### config.mk
export PLATFORM = sky130hd
export DESIGN_NAME = uart_rx_oversample
export DESIGN_NICKNAME = d
export VERILOG_FILES = /design/src/rtl/uart_rx_oversample.sv
export SDC_FILE = /design/constraint.sdc
export NUM_CORES = 1
export LEC_CHECK = 0
export ABC_CLOCK_PERIOD_IN_PS = 2120
export BUFFER_PORTS_ARGS = -buffer_cell sky130_fd_sc_hd__buf_4
export CAP_MARGIN = 0
export CELL_PAD_IN_SITES_DETAIL_PLACEMENT = 1
export CELL_PAD_IN_SITES_GLOBAL_PLACEMENT = 2
export CORE_MARGIN = 2
export CORE_UTILIZATION = 36
export DETAILED_ROUTE_END_ITERATION = 10
export PLACE_DENSITY_LB_ADDON = 0.1
export REMOVE_ABC_BUFFERS = 1
export SLEW_MARGIN = 20
export SYNTH_ARGS = -nofsm -noshare
export SYNTH_HDL_FRONTEND = slang
export SYNTH_SLANG_ARGS = --single-unit
### constraint.sdc
create_clock -name CLK -period 2.12 [get_ports CLK]
set_input_delay 0.212 -clock CLK [delete_from_list [all_inputs] [get_ports CLK]]
set_output_delay 0.212 -clock CLK [all_outputs]
set_load 0.05 [all_outputs]
### src/rtl/uart_rx_oversample.sv
// 8N1 UART receiver with 16x oversampling, 2-of-3 majority voting per bit and a
// valid/ack output handshake. Decisions are made on the synchronised line only.
module uart_rx_oversample #(
  parameter int CLK_HZ    = 48000000,
  parameter int BAUD_SLOW = 9600,
  parameter int BAUD_FAST = 38400,
  parameter int OS        = 16
) (
  input  logic       CLK,
  input  logic       RST_N,
  input  logic       RX_IN,
  input  logic       BAUD_SEL,
  input  logic       RX_ACK,
  output logic [7:0] RX_DATA,
  output logic       RX_VALID,
  output logic       FRAME_ERR,
  output logic       OVERRUN,
  output logic       RX_BUSY
);

  localparam int DIV_SLOW = (CLK_HZ + BAUD_SLOW * OS / 2) / (BAUD_SLOW * OS);
  localparam int DIV_FAST = (CLK_HZ + BAUD_FAST * OS / 2) / (BAUD_FAST * OS);
  localparam int DIV_MAX  = (DIV_SLOW > DIV_FAST) ? DIV_SLOW : DIV_FAST;
  localparam int TW       = (DIV_MAX > 1) ? $clog2(DIV_MAX) : 1;
  localparam int SW       = $clog2(OS);

  // Sample-point constants are the value of s on the tick that advances s to the point.
  localparam logic [SW-1:0] S_V0   = SW'(OS / 2 - 2);
  localparam logic [SW-1:0] S_V1   = SW'(OS / 2 - 1);
  localparam logic [SW-1:0] S_DEC  = SW'(OS / 2);
  localparam logic [SW-1:0] S_LAST = SW'(OS - 1);

  typedef enum logic [1:0] {ST_IDLE, ST_START, ST_DATA, ST_STOP} state_t;

  state_t          state_q, state_d;
  logic            sync1_q, rx_s_q, rx_prev_q;
  logic [TW-1:0]   tick_q, tick_d;
  logic [SW-1:0]   s_q, s_d;
  logic [2:0]      idx_q, idx_d;
  logic [7:0]      shreg_q, shreg_d;
  logic            v0_q, v0_d, v1_q, v1_d;
  logic            baud_q, baud_d;
  logic            armed_q, armed_d;
  logic [7:0]      rx_data_q, rx_data_d;
  logic            rx_valid_q, rx_valid_d;
  logic            frame_err_q, frame_err_d;
  logic            overrun_q, overrun_d;
  logic            busy_q, busy_d;

  logic [TW-1:0]   div_m1;
  logic            tick_wrap, decide, bit_end, maj;

  always_comb begin
    state_d     = state_q;
    tick_d      = tick_q;
    s_d         = s_q;
    idx_d       = idx_q;
    shreg_d     = shreg_q;
    v0_d        = v0_q;
    v1_d        = v1_q;
    baud_d      = baud_q;
    armed_d     = armed_q;
    rx_data_d   = rx_data_q;
    rx_valid_d  = rx_valid_q;
    frame_err_d = 1'b0;
    overrun_d   = 1'b0;

    div_m1    = baud_q ? TW'(DIV_FAST - 1) : TW'(DIV_SLOW - 1);
    tick_wrap = (tick_q == div_m1);
    decide    = tick_wrap && (s_q == S_DEC);
    bit_end   = tick_wrap && (s_q == S_LAST);
    maj       = (v0_q & v1_q) | (v0_q & rx_s_q) | (v1_q & rx_s_q);

    if (RX_ACK) rx_valid_d = 1'b0;

    if (state_q != ST_IDLE) begin
      tick_d = tick_wrap ? '0 : tick_q + TW'(1);
      if (tick_wrap) s_d = s_q + SW'(1);
      if (tick_wrap && s_q == S_V0) v0_d = rx_s_q;
      if (tick_wrap && s_q == S_V1) v1_d = rx_s_q;
    end

    case (state_q)
      ST_IDLE: begin
        if (rx_s_q) armed_d = 1'b1;
        if (armed_q && rx_prev_q && !rx_s_q) begin
          state_d = ST_START;
          tick_d  = '0;
          s_d     = '0;
          baud_d  = BAUD_SEL;
        end
      end
      ST_START: begin
        if (decide && maj) begin
          state_d = ST_IDLE;
        end else if (bit_end) begin
          state_d = ST_DATA;
          idx_d   = 3'd0;
        end
      end
      ST_DATA: begin
        if (decide) shreg_d = {maj, shreg_q[7:1]};
        if (bit_end) begin
          if (idx_q == 3'd7) state_d = ST_STOP;
          else               idx_d   = idx_q + 3'd1;
        end
      end
      ST_STOP: begin
        // Leave mid stop bit so a back-to-back start edge is never missed.
        if (decide) begin
          state_d = ST_IDLE;
          if (maj) begin
            rx_data_d  = shreg_q;
            rx_valid_d = 1'b1;
            overrun_d  = rx_valid_q && !RX_ACK;
          end else begin
            frame_err_d = 1'b1;
            armed_d     = 1'b0;
          end
        end
      end
      default: state_d = ST_IDLE;
    endcase

    busy_d = (state_d != ST_IDLE);
  end

  always_ff @(posedge CLK or negedge RST_N) begin
    if (!RST_N) begin
      sync1_q     <= 1'b1;
      rx_s_q      <= 1'b1;
      rx_prev_q   <= 1'b1;
      state_q     <= ST_IDLE;
      tick_q      <= '0;
      s_q         <= '0;
      idx_q       <= 3'd0;
      shreg_q     <= 8'h00;
      v0_q        <= 1'b0;
      v1_q        <= 1'b0;
      baud_q      <= 1'b0;
      armed_q     <= 1'b1;
      rx_data_q   <= 8'h00;
      rx_valid_q  <= 1'b0;
      frame_err_q <= 1'b0;
      overrun_q   <= 1'b0;
      busy_q      <= 1'b0;
    end else begin
      sync1_q     <= RX_IN;
      rx_s_q      <= sync1_q;
      rx_prev_q   <= rx_s_q;
      state_q     <= state_d;
      tick_q      <= tick_d;
      s_q         <= s_d;
      idx_q       <= idx_d;
      shreg_q     <= shreg_d;
      v0_q        <= v0_d;
      v1_q        <= v1_d;
      baud_q      <= baud_d;
      armed_q     <= armed_d;
      rx_data_q   <= rx_data_d;
      rx_valid_q  <= rx_valid_d;
      frame_err_q <= frame_err_d;
      overrun_q   <= overrun_d;
      busy_q      <= busy_d;
    end
  end

  assign RX_DATA   = rx_data_q;
  assign RX_VALID  = rx_valid_q;
  assign FRAME_ERR = frame_err_q;
  assign OVERRUN   = overrun_q;
  assign RX_BUSY   = busy_q;

endmodule

==> out/results.ini <==
[clocking]
cts_tree=yes
cts_made_buffers=5
clock-sinks=45
cts-htree-levels=2
insertion_delay_ps=300
ctsRootBufferMaster=clkbuf_8
cts_buffer_depth=2
clk_pin_slew_worst_paths_ps=90

[finish]
n_antenna_cell=0
mostFrequentLayoutCell=buf_4
layout_common_cells=43 x buf_4, 41 x dfrtp_1, 16 x nand2_1
area_growth_pct=27.1
fin_util_pct=47.7
drive_above_1_share_pct=38.2
finalNetCount=235
fin_area_um2=2650
stdcell_count=297
nFillCells=619

[drt]
wl_per_cell_um=16.1
via_per_inst=4.99
routed_wl_um=4780
first_pass_iters=4
drt_iter0_markers=64
drc=0
vias=1482
drtAntennaViolNets=0

[yosys]
synth-simple-area-share_pct=19.2
synth_ff_type=dfrtp_1
synth_xor_area_share_pct=2.95
synth_top_family_by_area=simple AND/OR/NAND/NOR gates
synth-seq-cells=45
synth_top_area_share_pct=49.3
synth.avg_cell_area_um2=12.0
async_flop_share_pct=100
yosys.area_share.adder_pct=4.09
seq_area_frac_synth_pct=54.4
yosys-top-cells-area=dfrtp_1 49%, mux2_2 10%, dfstp_2 5.1%
ys_types=40
synth-compound-area-share_pct=7.34
netlist_instances=174
synth_mux_area_share_pct=10.8
syn_area_um2=2080
yosysWarnings=0
yosysTopAreaCell=dfrtp_1
synth-edff-count=0

[floorplan]
coreArea_um2=5540
die_area_um2=6400
die_h_um=80.0
num_rows=27
die_w_um=80.0
ioPinCount=17
start_util_pct=37.6

[power]
seq_power_share_pct=53.6
clkPwrFrac_pct=27.9
p_switching_mw=0.582
swShare_pct=30.4
intPower_mw=1.34
power_density_nw_per_um2=725
total_power_mw=1.92
pwr-share-comb_pct=18.5
leakage_nw=1.27
vdd_drop_max_v=0.000318

[global_route]
grt_max_degree=46
grt_util_all_layers_pct=16.5
antenna_found_initial=0
grt_pass1_wl_um=8070
grt_overflow=0
grt_pass1_vias=1633

[timing]
report.final.hold_viol_count=0
worst_slew_pin_slew_ps=567
skew_ps=6.73
final-setup-viol-count=0
post-route-period-util_pct=98.1
timing.hold.ws_ps=138
rsz0062_at_grt=true
min_period_ps=2080
relSlewSlack_pct=62.2
clock.fmax_mhz=481
slew_viol_final=0
fin_tns_setup_ps=0
setup_slack_ps=40.0

[setup_path]
critPathLaunchType=register
crit_path_end_kind=register
cp.required_ps=2310
path_max_fanout=5
path_class=register to register
cp_data_arrival_time_ps=2270

[status]
outcome=finished clean

[run]
drv_cap=0

[placement]
dpl_cell_area_um2=2450
io_buffers=16
globalplace.congestion=0.743
dp_slack_ps=-36.2
dp.cells=281
hpwl_um=3310

[hold_path]
hp-class=input port to register

power by group through the flow:
stage	clock network, mW	registers, mW	logic [mW]
floorplan	0	1.06	0.172
global placement	0	1.04	0.330
detailed placement	0	1.05	0.339
CTS	0.553	1.03	0.359
global route	0.586	1.04	0.403
finish	0.534	1.03	0.355
registers in the layout (all words and copies together), names as in the netlist:
register,count
tick_q,9
RX_DATA,8
shreg_q,8
s_q,4
idx_q,3
state_q,2
FRAME_ERR,1
OVERRUN,1
RX_BUSY,1
RX_VALID,1
armed_q,1
baud_q,1
rx_prev_q,1
rx_s_q,1
sync1_q,1
v0_q,1
v1_q,1
logic make-up (layout without fill, tap and decap cells):
family	after synthesis	count (layout)
muxes	20	20
AOI/OAI and AO/OA	23	23
xor gates and xnor gates	7	7
DFF	45	45
adders and majority gates	7	7
buffers and inverters	7	57
and+or+nand+nor	65	66
synth_stat cells, types with 2 or more instances:
| library cell | number |
|---|---|
| inv_1 | 3 |
| nand4b_1 | 3 |
| nor3b_1 | 2 |
| or2_2 | 2 |
| a21oi_1 | 5 |
| nor4b_4 | 2 |
| o21ai_0 | 5 |
| xnor2_1 | 3 |
| nor2_1 | 14 |
| nand2_1 | 16 |
| clkbuf_1 | 3 |
| ha_1 | 6 |
| xor2_1 | 4 |
| dfrtp_1 | 41 |
| o31ai_1 | 2 |
| o211ai_1 | 4 |
| nand3b_1 | 2 |
| mux2_2 | 19 |
| dfstp_2 | 4 |
| nor3_1 | 2 |
| nand3_1 | 8 |
| nand2b_1 | 2 |
| nand4_1 | 5 |
path summary, 6_finish.rpt:
check / cells after the start / slack, ps / startpoint / end
max: 6 / 40 / tick_q[8]$_DFF_PN0_ / RX_DATA[2]$_DFFE_PN0P_
min: 2 / 140 / BAUD_SEL / baud_q$_DFFE_PN0P_
min in group asynchronous: 2 / 440 / RST_N / tick_q[6]$_DFF_PN0_
min reg2reg: 0 / 360 / sync1_q$_DFF_PN1_ / rx_s_q$_DFF_PN1_
max reg2reg: 6 / 40 / tick_q[8]$_DFF_PN0_ / RX_DATA[2]$_DFFE_PN0P_
max in group asynchronous: 2 / 1280 / RST_N / sync1_q$_DFF_PN1_
cell type report:
class	count	area, um^2	share of cell area [%]
Sequential cell	45	1130	42.8
Tap cell	72	90.1	3.41
Clock inverter	3	17.5	0.662
Timing Repair Buffer	46	354	13.4
Clock buffer	5	68.8	2.60
Multi-Input combinational cell	123	972	36.8
Inverter	3	11.3	0.426
routing by layer:
metal	vias up	track usage (%)	share of wire, %
met1	741	21.9	48
li1	723	-	-
met3	6	3.85	2.3
met2	12	26.3	49
met4	0	6.10	1.2
met5	-	0	0
critical path: stages, from the launching register on:
cell	delay, ps
dfrtp_1	410
nand4b_1	250
nor4b_4	400
buf_4	180
o21ai_1	130
or2_4	310
mux2_2	280
timing repair:
action / CTS / global route
hold endpoints to repair: 41 / 1
setup endpoints to repair: 15 / 19
pin swaps: 3 / 10
setup buffers: 4 / 1
hold buffers: 1 / 1
cloned: 0 / 1
gates resized for setup: 8 / 7
No activity file was read; power rests on OpenSTA's default activity.
